$ cat src/rtl/subterranean_duplex_core.sv
// Purpose : Subterranean duplex core. It keeps the 257-bit state and runs one combinational
//           round per command (init, absorb, encrypt, decrypt, squeeze).
// Latency : the command is latched on edge 1; state, buffer_out and core_finish update on edge 2.
// Backpr. : core_free is low for the one busy cycle. start_operation is ignored while busy.
// Ports   : clk, arst (async, active-high)
//           start_operation, operation_type[3:0], buffer_in[31:0], buffer_in_size[1:0]
//           buffer_out[31:0] (registered), core_free, core_finish (1-cycle pulse)
module subterranean_duplex_core (
  input  logic        clk,
  input  logic        arst,
  input  logic        start_operation,
  input  logic [3:0]  operation_type,
  input  logic [31:0] buffer_in,
  input  logic [1:0]  buffer_in_size,
  output logic [31:0] buffer_out,
  output logic        core_free,
  output logic        core_finish
);

  localparam int N = 257;
  // 12^4 mod 257. Successive powers give the absorb/extract taps.
  localparam int TAP_STEP = 176;

  typedef enum logic {ST_IDLE, ST_BUSY} fsm_t;

  fsm_t        fsm;
  logic [256:0] s;
  logic [2:0]  cmd_op;
  logic [31:0] cmd_dat;
  logic [1:0]  cmd_size;

  logic [256:0] s_nxt;
  logic [31:0]  out_nxt;
  logic [31:0]  z;
  logic [31:0]  msk;
  logic [31:0]  x;
  logic [32:0]  sigma;

  // One round in order: chi, iota, theta, pi.
  function automatic logic [256:0] permute(input logic [256:0] st);
    logic [256:0] a, b, c;
    for (int i = 0; i < N; i++)
      a[9'(i)] = st[9'(i)] ^ (~st[9'((i + 1) % N)] & st[9'((i + 2) % N)]);
    a[0] = ~a[0];
    for (int i = 0; i < N; i++)
      b[9'(i)] = a[9'(i)] ^ a[9'((i + 3) % N)] ^ a[9'((i + 8) % N)];
    for (int i = 0; i < N; i++)
      c[9'(i)] = b[9'((12 * i) % N)];
    return c;
  endfunction

  // Each output bit folds a tap with its mirror at -tap mod 257.
  function automatic logic [31:0] extract(input logic [256:0] st);
    logic [31:0] r;
    int p;
    p = 1;
    for (int i = 0; i < 32; i++) begin
      r[5'(i)] = st[9'(p)] ^ st[9'(N - p)];
      p = (p * TAP_STEP) % N;
    end
    return r;
  endfunction

  function automatic logic [256:0] absorb(input logic [256:0] st, input logic [32:0] sg);
    logic [256:0] r;
    int p;
    r = st;
    p = 1;
    for (int j = 0; j < 33; j++) begin
      r[9'(p)] = r[9'(p)] ^ sg[6'(j)];
      p = (p * TAP_STEP) % N;
    end
    return r;
  endfunction

  function automatic logic [31:0] byte_mask(input logic [1:0] n);
    logic [31:0] m;
    case (n)
      2'd0:    m = 32'h0000_0000;
      2'd1:    m = 32'h0000_00FF;
      2'd2:    m = 32'h0000_FFFF;
      default: m = 32'h00FF_FFFF;
    endcase
    return m;
  endfunction

  // Incomplete pad: keep n bytes and place the terminating 1 right above them.
  function automatic logic [32:0] pad_inc(input logic [31:0] d, input logic [1:0] n);
    return {1'b0, d & byte_mask(n)} | (33'd1 << {n, 3'b000});
  endfunction

  always_comb begin
    z       = extract(s);
    msk     = byte_mask(cmd_size);
    x       = cmd_dat ^ z;
    sigma   = 33'd1;
    out_nxt = buffer_out;
    s_nxt   = s;
    case (cmd_op)
      3'd1: sigma = {1'b1, cmd_dat};
      3'd2: sigma = pad_inc(cmd_dat, cmd_size);
      3'd3: begin
        out_nxt = x;
        sigma   = {1'b1, cmd_dat};
      end
      3'd4: begin
        out_nxt = x & msk;
        sigma   = pad_inc(cmd_dat, cmd_size);
      end
      3'd5: begin
        out_nxt = x;
        sigma   = {1'b1, x};
      end
      3'd6: begin
        out_nxt = x & msk;
        sigma   = pad_inc(x, cmd_size);
      end
      3'd7: begin
        out_nxt = z;
        sigma   = 33'd1;
      end
      default: ;
    endcase
    if (cmd_op == 3'd0) begin
      s_nxt   = '0;
      out_nxt = '0;
    end else begin
      s_nxt = absorb(permute(s), sigma);
    end
  end

  always_ff @(posedge clk or posedge arst) begin
    if (arst) begin
      fsm         <= ST_IDLE;
      s           <= '0;
      buffer_out  <= '0;
      core_free   <= 1'b1;
      core_finish <= 1'b0;
      cmd_op      <= '0;
      cmd_dat     <= '0;
      cmd_size    <= '0;
    end else begin
      case (fsm)
        ST_IDLE: begin
          core_finish <= 1'b0;
          // Codes 8-15 never leave idle, so they produce no finish pulse.
          if (start_operation && !operation_type[3]) begin
            cmd_op    <= operation_type[2:0];
            cmd_dat   <= buffer_in;
            cmd_size  <= buffer_in_size;
            core_free <= 1'b0;
            fsm       <= ST_BUSY;
          end
        end
        default: begin
          s           <= s_nxt;
          buffer_out  <= out_nxt;
          core_finish <= 1'b1;
          core_free   <= 1'b1;
          fsm         <= ST_IDLE;
        end
      endcase
    end
  end

endmodule

$ cat config.mk
export PLATFORM = sky130hd
export DESIGN_NAME = subterranean_duplex_core
export DESIGN_NICKNAME = d
export VERILOG_FILES = /design/src/rtl/subterranean_duplex_core.sv
export SDC_FILE = /design/constraint.sdc
export NUM_CORES = 1
export LEC_CHECK = 0
export CAP_MARGIN = 20
export CELL_PAD_IN_SITES_DETAIL_PLACEMENT = 1
export CELL_PAD_IN_SITES_GLOBAL_PLACEMENT = 2
export CORE_ASPECT_RATIO = 1.4
export CORE_UTILIZATION = 25
export CTS_CLUSTER_SIZE = 30
export DETAILED_ROUTE_END_ITERATION = 6
export HOLD_SLACK_MARGIN = 0.06
export PLACE_DENSITY = 0.54
export SYNTH_ARGS = -nofsm -noshare
export SYNTH_HDL_FRONTEND = slang
export SYNTH_SLANG_ARGS = --single-unit
export TNS_END_PERCENT = 20
$ cat constraint.sdc
create_clock -name clk -period 29 [get_ports clk]
set_input_delay 5.8 -clock clk [delete_from_list [all_inputs] [get_ports clk]]
set_output_delay 5.8 -clock clk [all_outputs]
set_load 0.005 [all_outputs]
==> results.md, run 1 <==
CTS:
- The clock tree synthesis step divided the H-tree into 2 levels.
- The setup fix buffers added after clock tree synthesis is 0.
- The worst-case clock buffer depth is 3.
- The number of clock sinks is 310.
- The hold-fix buffer count after cts is 0.
- The source-to-sink clock delay at the later pin of the worst-skew pair is 0.58 ns.
- The clock transition at the register clock pins on the worst setup and hold paths after CTS is 0.06 ns.
- The TritonCTS clock tree is yes.
- CTS placed an instance of clkbuf_16 at the clock tree root.
- The number of clock buffers added by TritonCTS is 37.
- The total of cells resized after clock tree synthesis is 0.

Place:
- Routability-driven placement finished with a final weighted congestion of 0.812.
- Port buffering added 58 buffers.
- The post-DP HPWL is 63700 um.
- The post-placement cell count is 3000.

Worst setup path:
- The worst reg-to-reg path cell count is 4.
- The first element of the critical path is core_free.
- The start of the worst register-to-register path is cmd_op[1].
- The end of the worst register-to-register path is s[105].
- The highest-delay cell along the critical path is dfstp_2.
- In this run the worst path has a maximum fanout of 2.
- The required time reported for the critical path endpoint is 23.20 ns.
- The number of buffers and inverters on the critical path is 1.
- The worst setup path is captured at an output port.
- The critical path goes through clkdlybuf4s50_1.
- For flop-to-flop paths, the worst setup slack is 26.16 ns.
- By startpoint and endpoint, the worst setup path is classified as flip-flop to output port.
- On the worst path, the slowest cell contributes a delay of 0.53 ns.
- Data on the critical path arrives at its endpoint at 1.61 ns.
- STA classifies the critical path startpoint as a flip-flop.
- On the critical path the largest part of the delay comes from flip-flops.

Hold path:
- The worst hold path begins at core_free.
- The worst min-delay path endpoint is core_free.
- The number of stages on the worst hold path is 2.
- The type of the worst min-delay path is flip-flop to flip-flop.

GRT:
- The most crowded layer after global routing is met2.
- The global routing met2 resource utilization is 0.343.
- The pin count of the biggest net entering global routing is 185.
- The total routing usage reported by global routing is 0.198.
- The initial antenna violation count is 2.
- The via count of the first global-routing pass came to 15600.
- The first global-routing pass estimated 118000 um of wire.
- For this run, global-route usage on met1 was measured as 0.226.
- After global routing the overflow that remains totals 0.
- For met3 alone, demand over resource in global routing was 0.0233.

Floorplan:
- The die height is 343 um.
- Pin placement for this block handled 75 I/O pins.
- The number of rows in the core area is 124.
- The standard cell core area is 82100 um2.
- Measured along the x axis, the die boundary spans 246 um.
- The overall die area is 84500 um2.
- The initial utilization of the core area, before any placement, comes to 0.254.

Detailed routing:
- The final layout contains routed wiring with a total length of 82000 um.
- In the routed design, unresolved DRC markers number 0.
- The number of vias per cell is 4.63.
- The vias after detailed routing is 14200.
- The average routed wire per standard cell is 26.7 um.
- The length of the first detailed-routing pass in iterations is 4.
- The number of nets with antenna violations after routing is 0.
- The number of violations reported at the end of detailed-routing iteration 0 is 554.

STA:
- Setup violations remaining at the end of the flow were counted as 0.
- Setup repair after global routing left no endpoint under its margin.
- The final count of pins violating max slew is 0.
- The post-route worst hold slack is 0.489 ns.
- For the pin with the worst max-slew slack, the measured transition is 1.09 ns.
- Timing would allow up to 135 MHz.
- The minimum period implied by the final worst setup slack is 7.41 ns.
- The count of final hold-check violations came to 0.
- For the final database, setup skew stands at 0.0119 ns.
- Adding up every negative setup slack in the final design gives 0 ns.
- Dividing the final minimum period by the clock period gives 0.256.
- The worst relative slew slack is 0.271.

Yosys:
- The share of Yosys cell area claimed by the top area cell type is 0.371.
- The register area share after synthesis is 0.373.
- The commonest cells after synthesis are xnor2_1 (715), dfrtp_1 (309), nor2b_1 (249).
- The cell area after synthesis is 20800 um2.
- Synthesis produced a netlist whose cell count is 1935.
- A synthesized cell averages 10.8 um2.
- The total of warnings raised by yosys is 0.
- Counting flops with a built-in enable in the synthesized netlist gives 0.
- The cell type contributing the most total cell area after synthesis is dfrtp_1.
- In the post-synthesis netlist, the biggest area contributors are dfrtp_1 (37%), xnor2_1 (30%), o2bb2ai_1 (10%).
- The distinct cell type count after synthesis is 51.
- Of all flip-flops after synthesis, the portion carrying an async set or reset was 1.00.
- Among all flip-flop cells after synthesis, the most frequent one is dfrtp_1.
- The most instantiated library cell after synthesis is xnor2_1.
- The flop and latch count out of synthesis is 310.

Cells and area:
- In the final design database the tool counted 2009 nets.
- The layout overhead on the synthesized area is 14.3%.
- The utilization after layout is 0.290.
- For this run, the number of standard cells in the final layout without fillers is 3070.
- The share of cells above drive strength 1 is 0.0671.

Run:
- The max-capacitance violation count is 0.

Outcome:
- The run finished with clean final reports.
-- layer usage --
layer	up-vias	routed length, um
li1	6595	-
met1	7217	32100
met2	276	40600
met3	135	2650
met4	0	6570
met5	-	0
-- placed cells by master (no fill, tap or decap), drive strengths merged, types with 2 or more instances in the layout --
| cell type | Yosys | layout |
|---|---|---|
| a211oi | 2 | 2 |
| a21oi | 17 | 17 |
| a221o | 7 | 7 |
| a221oi | 2 | 2 |
| a22o | 8 | 8 |
| and2 | 8 | 8 |
| and2b | 2 | 2 |
| buf | 52 | 15 |
| bufinv | 0 | 3 |
| clkbuf | 42 | 54 |
| clkdlybuf4s50 | 0 | 58 |
| clkinv | 0 | 7 |
| clkinvlp | 0 | 2 |
| conb | 1 | 16 |
| dfrtp | 309 | 309 |
| diode | 0 | 2 |
| inv | 14 | 16 |
| mux2 | 28 | 28 |
| nand2 | 43 | 43 |
| nand2b | 3 | 3 |
| nor2 | 19 | 19 |
| nor2b | 249 | 249 |
| nor3b | 4 | 4 |
| nor4bb | 7 | 7 |
| o2111ai | 7 | 7 |
| o211ai | 8 | 8 |
| o21a | 11 | 11 |
| o21ai | 36 | 36 |
| o221ai | 7 | 7 |
| o22ai | 13 | 13 |
| o2bb2ai | 243 | 243 |
| or2 | 7 | 7 |
| xnor2 | 717 | 717 |
| xnor3 | 17 | 17 |
| xor2 | 33 | 33 |
| xor3 | 7 | 7 |
-- final cells by class --
class | instances | area, um2
fill | 9103 | 58300
multi-input combinational | 1532 | 12600
sequential | 310 | 7760
tap | 1071 | 1340
clock buffer | 54 | 1140
timing repair buffer | 73 | 718
clock inverter | 14 | 158
inverter | 14 | 67.6
antenna | 2 | 5.00
-- sequential cells by signal (all words and copies together), names as in the netlist --
name and count:
core_finish 1, cmd_op 3, fsm 1, buffer_out 16, cmd_size 2, core_free 1, cmd_dat 32, s 254
-- through the flow --
| stage | area, um2 | worst slack (ns) |
|---|---|---|
| after CTS | 23800 | 21.54 |
| after floorplan | 20900 | 14.63 |
| after global placement | 22500 | 21.03 |
| after detailed placement | 22500 | 20.98 |
| after global routing | 23800 | 21.46 |
| final | 23800 | 21.59 |
-- how the worst max path moves through the flow --
stage                          endpoint  cells past startpoint  slack [ns]
after floorplan           buffer_out[0]                      1       14.63
after global placement           s[198]                      3       21.03
after detailed placement          s[91]                      3       20.98
after CTS                     core_free                      1       21.54
after global routing              s[84]                      3       21.46
final                         core_free                      1       21.59
-- kinds of logic after synthesis --
group                     count (synthesis)  share of synthesized area
DFF                                     310                      0.373
xor gates and xnor gates                774                      0.343
AOI/OAI and AO/OA                       367                      0.146
and+or+nand+nor                         347                     0.0992
muxes                                    28                     0.0151
buffers and inverters                   108                     0.0245
other                                     1                   0.000180
Power of run 1 is left out: the tool's default activity adds up to more than one toggle a clock period on the data nets, which glitch-free logic cannot reach.
==> inputs of run 2 (changes only) <==
Settings changed: PLACE_DENSITY 0.54 to 0.56.
Clock period 29 ns to 5.95 ns, I/O delays scaled along.
==> results.md, run 2 (synthesized netlist as in run 1, its figures left out) <==
CTS:
- The source-to-sink clock delay at the later pin of the worst-skew pair came to 0.58 ns (about the same).
- The worst-case clock buffer depth was 3 (unchanged).
- The total number of H-tree levels was 2 (unchanged).
- The number of buffers inserted during clock tree synthesis is 37 (unchanged).
- The number of clock sinks came to 310 (unchanged).
- TritonCTS built the clock tree.
- The total of cells resized after clock tree synthesis is 0 (unchanged).
- The clock root buffer is clkbuf_16.
- The clock transition at the register clock pins on the worst setup and hold paths after CTS was 0.05 ns (about the same).
- The setup fix buffers added after clock tree synthesis came to 0 (unchanged).
- The hold-fix buffer count after cts is 0 (unchanged).

Worst setup path:
- The first element of the critical path is core_free.
- The start of the worst register-to-register path is cmd_op[1].
- Traced cell by cell, the critical path runs through clkdlybuf4s50_1.
- The maximum net fanout on the critical path is 2 (unchanged).
- Broken down by cell family, the worst path's largest delay share belongs to buffers and inverters.
- The worst setup path is launched from a flip-flop.
- The largest stage delay on the critical path came to 0.55 ns (+0.02 ns).
- The required time reported for the critical path endpoint is 4.76 ns (-18.44 ns).
- The data arrival time of the worst path is 1.65 ns (+0.04 ns).
- STA classifies the critical path endpoint as an output port.
- The critical setup path kind is flip-flop to output port.
- The count of buffer and inverter cells on the critical path is 1 (unchanged).
- The highest-delay cell along the critical path is clkdlybuf4s50_1.

Hold path:
- The path class of the tightest hold or removal check is flip-flop to flip-flop.
- In this run the most critical hold path is launched from core_free.

Cells and area:
- The design area is 23800 um2 (about the same).
- Leaving out fill and tap cells, the most frequent cells in the layout are xnor2_1 (715), dfrtp_1 (309), nor2b_1 (248), o2bb2ai_1 (243), clkdlybuf4s50_1 (58).
- The non-filler instance count after layout is 3066 (-0.13%).
- The share of cells above drive strength 1 is 0.0657 (-0.00140).
- The largest registers in the layout are s (254), cmd_dat (32), buffer_out (16).
- The layout overhead on the synthesized area is 14.4% (about the same).
- The register name with the most flops is s.
- The net count of the finished layout is 2006 (-0.15%).
- The flip-flop count of the largest register after layout is 254 (unchanged).
- The most common library cell in the layout ignoring fill and taps is xnor2_1.

GRT:
- The pin count of the biggest net entering global routing is 147 (-21%).
- The via count of the first global-routing pass is 15800 (+0.81%).
- The total grt overflow is 0 (unchanged).
- The initial antenna violation count is 0 (-2).
- The total routing usage reported by global routing is 0.195 (-0.00364).
- The first-pass GRT wire length is 118000 um (-0.81%).

Detailed routing:
- The number of nets with antenna violations after routing was 0 (unchanged).
- The length of the first detailed-routing pass in iterations is 5 (+1).
- The number of remaining DRC errors is 0 (unchanged).
- The vias after detailed routing came to 14300 (+0.31%).
- The total detailed-routing wirelength came to 80600 um (-1.6%).
- The number of vias per cell is 4.65 (+0.44%).
- The number of violations reported at the end of detailed-routing iteration 0 is 550 (-0.72%).
- The average routed wire per standard cell is 26.3 um (-1.5%).

STA:
- The final count of pins violating max slew is 0 (unchanged).
- The worst relative slew slack is 0.339 (+0.0685).
- The period utilization is 0.477.
- The worst setup skew after layout is 0.0149 ns (+0.00293 ns).
- The count of final hold-check violations came to 0 (unchanged).
- Setup repair after global routing left no endpoint under its margin.
- The number of setup violations in the final report was 0 (unchanged).
- The minimum period implied by the final worst setup slack is 2.84 ns.
- Based on the critical path, the design can be clocked at up to 352 MHz.
- The actual transition at the worst max-transition pin is 0.987 ns (-0.0992 ns).
- The sum of negative setup slack is 0 ns (unchanged).

Place:
- The post-DP HPWL is 63000 um (-1.0%).
- The quantity of I/O buffers inserted on ports is 58 (unchanged).
- The post-placement cell count is 2997 (-0.10%).
- The final estimated routing congestion in global placement is 0.842 (+3.7%).
- The cell area after placement is 22500 um2 (about the same).

Floorplan:
- The die span in x is 246 um (unchanged).
- The standard cell core area is 82100 um2 (unchanged).
- The number of placed I/O pins is 75 (unchanged).
- The initial core utilization came to 0.254 (unchanged).
- The die height is 343 um (unchanged).
- The number of rows in the core area is 124 (unchanged).
- The overall die area is 84500 um2 (unchanged).

Outcome:
- The run finished with clean final reports.

Run:
- The max-capacitance violation count is 0 (unchanged).
-- run 2: cell count changes in the layout (fill, tap and decap cells not counted), moves of 2 or more --
cell and delta:
buf_4 -5, clkinvlp_4 +6, buf_12 +2, clkinv_2 -4, clkbuf_8 -2
-- run 2: cell type report --
| class | count | area, um2 |
|---|---|---|
| Antenna cell | 1 | 2.50 |
| Clock buffer | 53 | 1120 |
| Clock inverter | 15 | 196 |
| Fill cell | 9098 | 58300 |
| Inverter | 14 | 63.8 |
| Multi-Input combinational cell | 1532 | 12600 |
| Sequential cell | 310 | 7760 |
| Tap cell | 1071 | 1340 |
| Timing Repair Buffer | 70 | 721 |
-- run 2: per-layer routing --
layer | share of wire | track usage | vias up
met5 | 0 | 0 | -
met4 | 0.042 | 0.0788 | 0
met3 | 0.018 | 0.0172 | 90
met2 | 0.55 | 0.371 | 201
met1 | 0.39 | 0.219 | 7377
li1 | - | - | 6599
-- run 2: worst paths after layout --
kind | to | slack, ns | cells past startpoint
max in group asynchronous | cmd_dat[3] | 3.64 | 3
worst max register to register | s[105] | 3.27 | 4
worst min-delay path | core_free | 0.49 | 2
min in group asynchronous | s[178] | 1.01 | 2
worst min register to register | core_free | 0.49 | 2
worst max-delay path | core_free | 3.11 | 1
-- run 2: per-stage QoR --
step | utilization | hold WS, ns | worst slack (ns)
floorplan | - | 0.424 | 0.634
global placement | 0.274 | 0.472 | 2.99
detailed placement | 0.274 | 0.480 | 2.93
CTS | 0.290 | 0.492 | 3.05
global route | 0.290 | 0.526 | 3.05
finish | 0.290 | 0.491 | 3.11
Power of run 2 is left out for the same reason.
==> inputs of run 3 (changes only) <==
Clock period 5.95 ns to 2.29 ns, I/O delays scaled along.
==> results.md, run 3 (synthesized netlist as in run 1, its figures left out) <==
GRT:
- The pin count of the biggest net entering global routing is 70 (-52%).
- The first-pass GRT wire length is 127000 um (+8.1%).
- The total grt overflow came to 0 (unchanged).
- The via count of the first global-routing pass is 16700 (+6.3%).
- The total routing usage reported by global routing is 0.213 (+0.0181).
- The initial antenna violation count came to 0 (unchanged).

Detailed routing:
- The number of vias per cell is 4.67 (+0.46%).
- The total detailed-routing wirelength is 88200 um (+9.4%).
- The average routed wire per standard cell was 27.2 um (+3.4%).
- The number of remaining DRC errors is 0 (unchanged).
- The number of nets with antenna violations after routing is 0 (unchanged).
- The length of the first detailed-routing pass in iterations is 5 (unchanged).
- The number of violations reported at the end of detailed-routing iteration 0 is 683 (+24%).
- The vias after detailed routing was 15200 (+6.3%).

Floorplan:
- The number of placed I/O pins is 75 (unchanged).
- The overall die area is 84500 um2 (unchanged).
- The number of rows in the core area is 124 (unchanged).
- The die span in x was 246 um (unchanged).
- The initial core utilization came to 0.254 (unchanged).
- The standard cell core area came to 82100 um2 (unchanged).
- The die height was 343 um (unchanged).

Worst setup path:
- The required time reported for the critical path endpoint came to 2.76 ns (-2.00 ns).
- The start of the worst register-to-register path is s[249].
- The element type at the critical path start is a flip-flop.
- STA classifies the critical path endpoint as a flip-flop.
- The data arrival time of the worst path was 2.74 ns (+1.09 ns).
- The critical path starts at s[249].
- The maximum net fanout on the critical path is 5 (+3).
- The critical setup path kind is flip-flop to flip-flop.
- The worst reg-to-reg path cell count is 5 (+1).

CTS:
- The worst-case clock buffer depth is 3 (unchanged).
- TritonCTS built the clock tree.
- The source-to-sink clock delay at the later pin of the worst-skew pair is 0.58 ns (about the same).
- The number of buffers inserted during clock tree synthesis is 37 (unchanged).
- The number of clock sinks came to 310 (unchanged).
- The total number of H-tree levels is 2 (unchanged).
- Clock tree synthesis selected as its root buffer the cell clkbuf_16.
- The setup fix buffers added after clock tree synthesis is 0 (unchanged).
- The clock transition at the register clock pins on the worst setup and hold paths after CTS was 0.07 ns (+0.02 ns).

Run:
- The max-capacitance violation count was 0 (unchanged).

STA:
- The count of final hold-check violations is 0 (unchanged).
- The smallest clock period supported by the final layout is computed as 2.27 ns.
- The achievable clock frequency is 441 MHz.
- The worst setup skew after layout is 0.0200 ns (+0.00518 ns).
- The final critical-path setup slack is 0.0216 ns (-3.09 ns).
- The final count of pins violating max slew came to 0 (unchanged).
- In the finished design, the share of the clock period the worst path needs comes to 0.991.
- The number of setup violations in the final report was 0 (unchanged).
- The worst relative slew slack came to 0.482 (+0.143).
- The actual transition at the worst max-transition pin is 0.772 ns (-0.216 ns).
- Setup repair after global routing could not meet its margin everywhere.

Hold path:
- The path class of the tightest hold or removal check is input pin to asynchronous set/reset pin.

Cells and area:
- The library cell used most frequently in the layout, excluding fill and tap cells, is xnor2_1.
- The non-filler instance count after layout is 3243 (+5.8%).
- The largest registers in the layout are s (254), cmd_dat (32), buffer_out (16).
- The net count of the finished layout is 2190 (+9.2%).
- The library cells used most frequently in the layout, excluding fill and tap cells, are xnor2_1 (711), dfrtp_1 (309), nor2b_1 (249), o2bb2ai_1 (243), buf_4 (177).
- The share of cells above drive strength 1 was 0.143 (+0.0770).
- The number of diodes added for antenna fixing is 0 (-1).
- The layout overhead on the synthesized area is 21.6%.
- The register name with the most flops is s.
- The flip-flop count of the largest register after layout came to 254 (unchanged).

Place:
- The post-placement cell count was 3181 (+6.1%).
- The post-DP HPWL is 70600 um (+12%).
- The worst slack after detailed placement is -0.299 ns (-3.23 ns).
- The quantity of I/O buffers inserted on ports came to 58 (unchanged).
- The final estimated routing congestion in global placement is 0.888 (+5.4%).

Outcome:
- The flow ran to the end, and the final reports show no timing, DRC or antenna violations.
-- run 3: critical path, cell delays in order (launching register included) --
cell and delay, ns:
dfrtp_1 0.53, xnor2_1 0.45, nor2_1 0.08, o211ai_1 0.61
a21oi_1 0.13, a221o_1 0.34
-- run 3: per-layer routing --
| metal | wire length [um] | part of all wire | track usage | vias up |
|---|---|---|---|---|
| li1 | - | - | - | 6965 |
| met1 | 34100 | 0.39 | 0.235 | 7814 |
| met2 | 47100 | 0.53 | 0.398 | 248 |
| met3 | 1750 | 0.020 | 0.0198 | 133 |
| met4 | 5320 | 0.060 | 0.116 | 0 |
| met5 | 0 | 0 | 0 | - |
-- run 3: cell type report --
cell class,count,area [um2]
Fill cell,9092,56800
Multi-Input combinational cell,1532,12700
Sequential cell,310,7760
Timing Repair Buffer,254,2290
Tap cell,1071,1340
Clock buffer,53,1080
Clock inverter,9,124
Inverter,14,63.8
-- run 3: what timing repair did --
item                       in CTS  in global routing
setup endpoints to repair       5                  4
hold buffers                    0                  0
pin swaps                       2                  0
gates cloned                    0                  0
gates resized for setup         7                  3
-- run 3: through the flow --
step           TNS [ns]  cell area [um2]  hold WS (ns)  utilization
4_1_cts               0            25300         0.322        0.308
2_1_floorplan   -710.06            20900         0.424            -
5_1_grt         -0.0245            25300         0.349        0.308
3_3_place_gp     -0.905            24100         0.473        0.293
6_report              0            25300         0.335        0.308
3_5_place_dp     -0.779            24100         0.474        0.293
-- run 3: worst paths after layout --
check | end | slack [ns]
worst max register to register | s[249] | 0.02
worst max-delay path | s[249] | 0.02
max in group asynchronous | s[103] | 1.28
min in group clk | cmd_dat[13] | 0.45
worst min-delay path | s[113] | 0.34
worst min register to register | buffer_out[14] | 0.49
Power of run 3 is left out for the same reason.
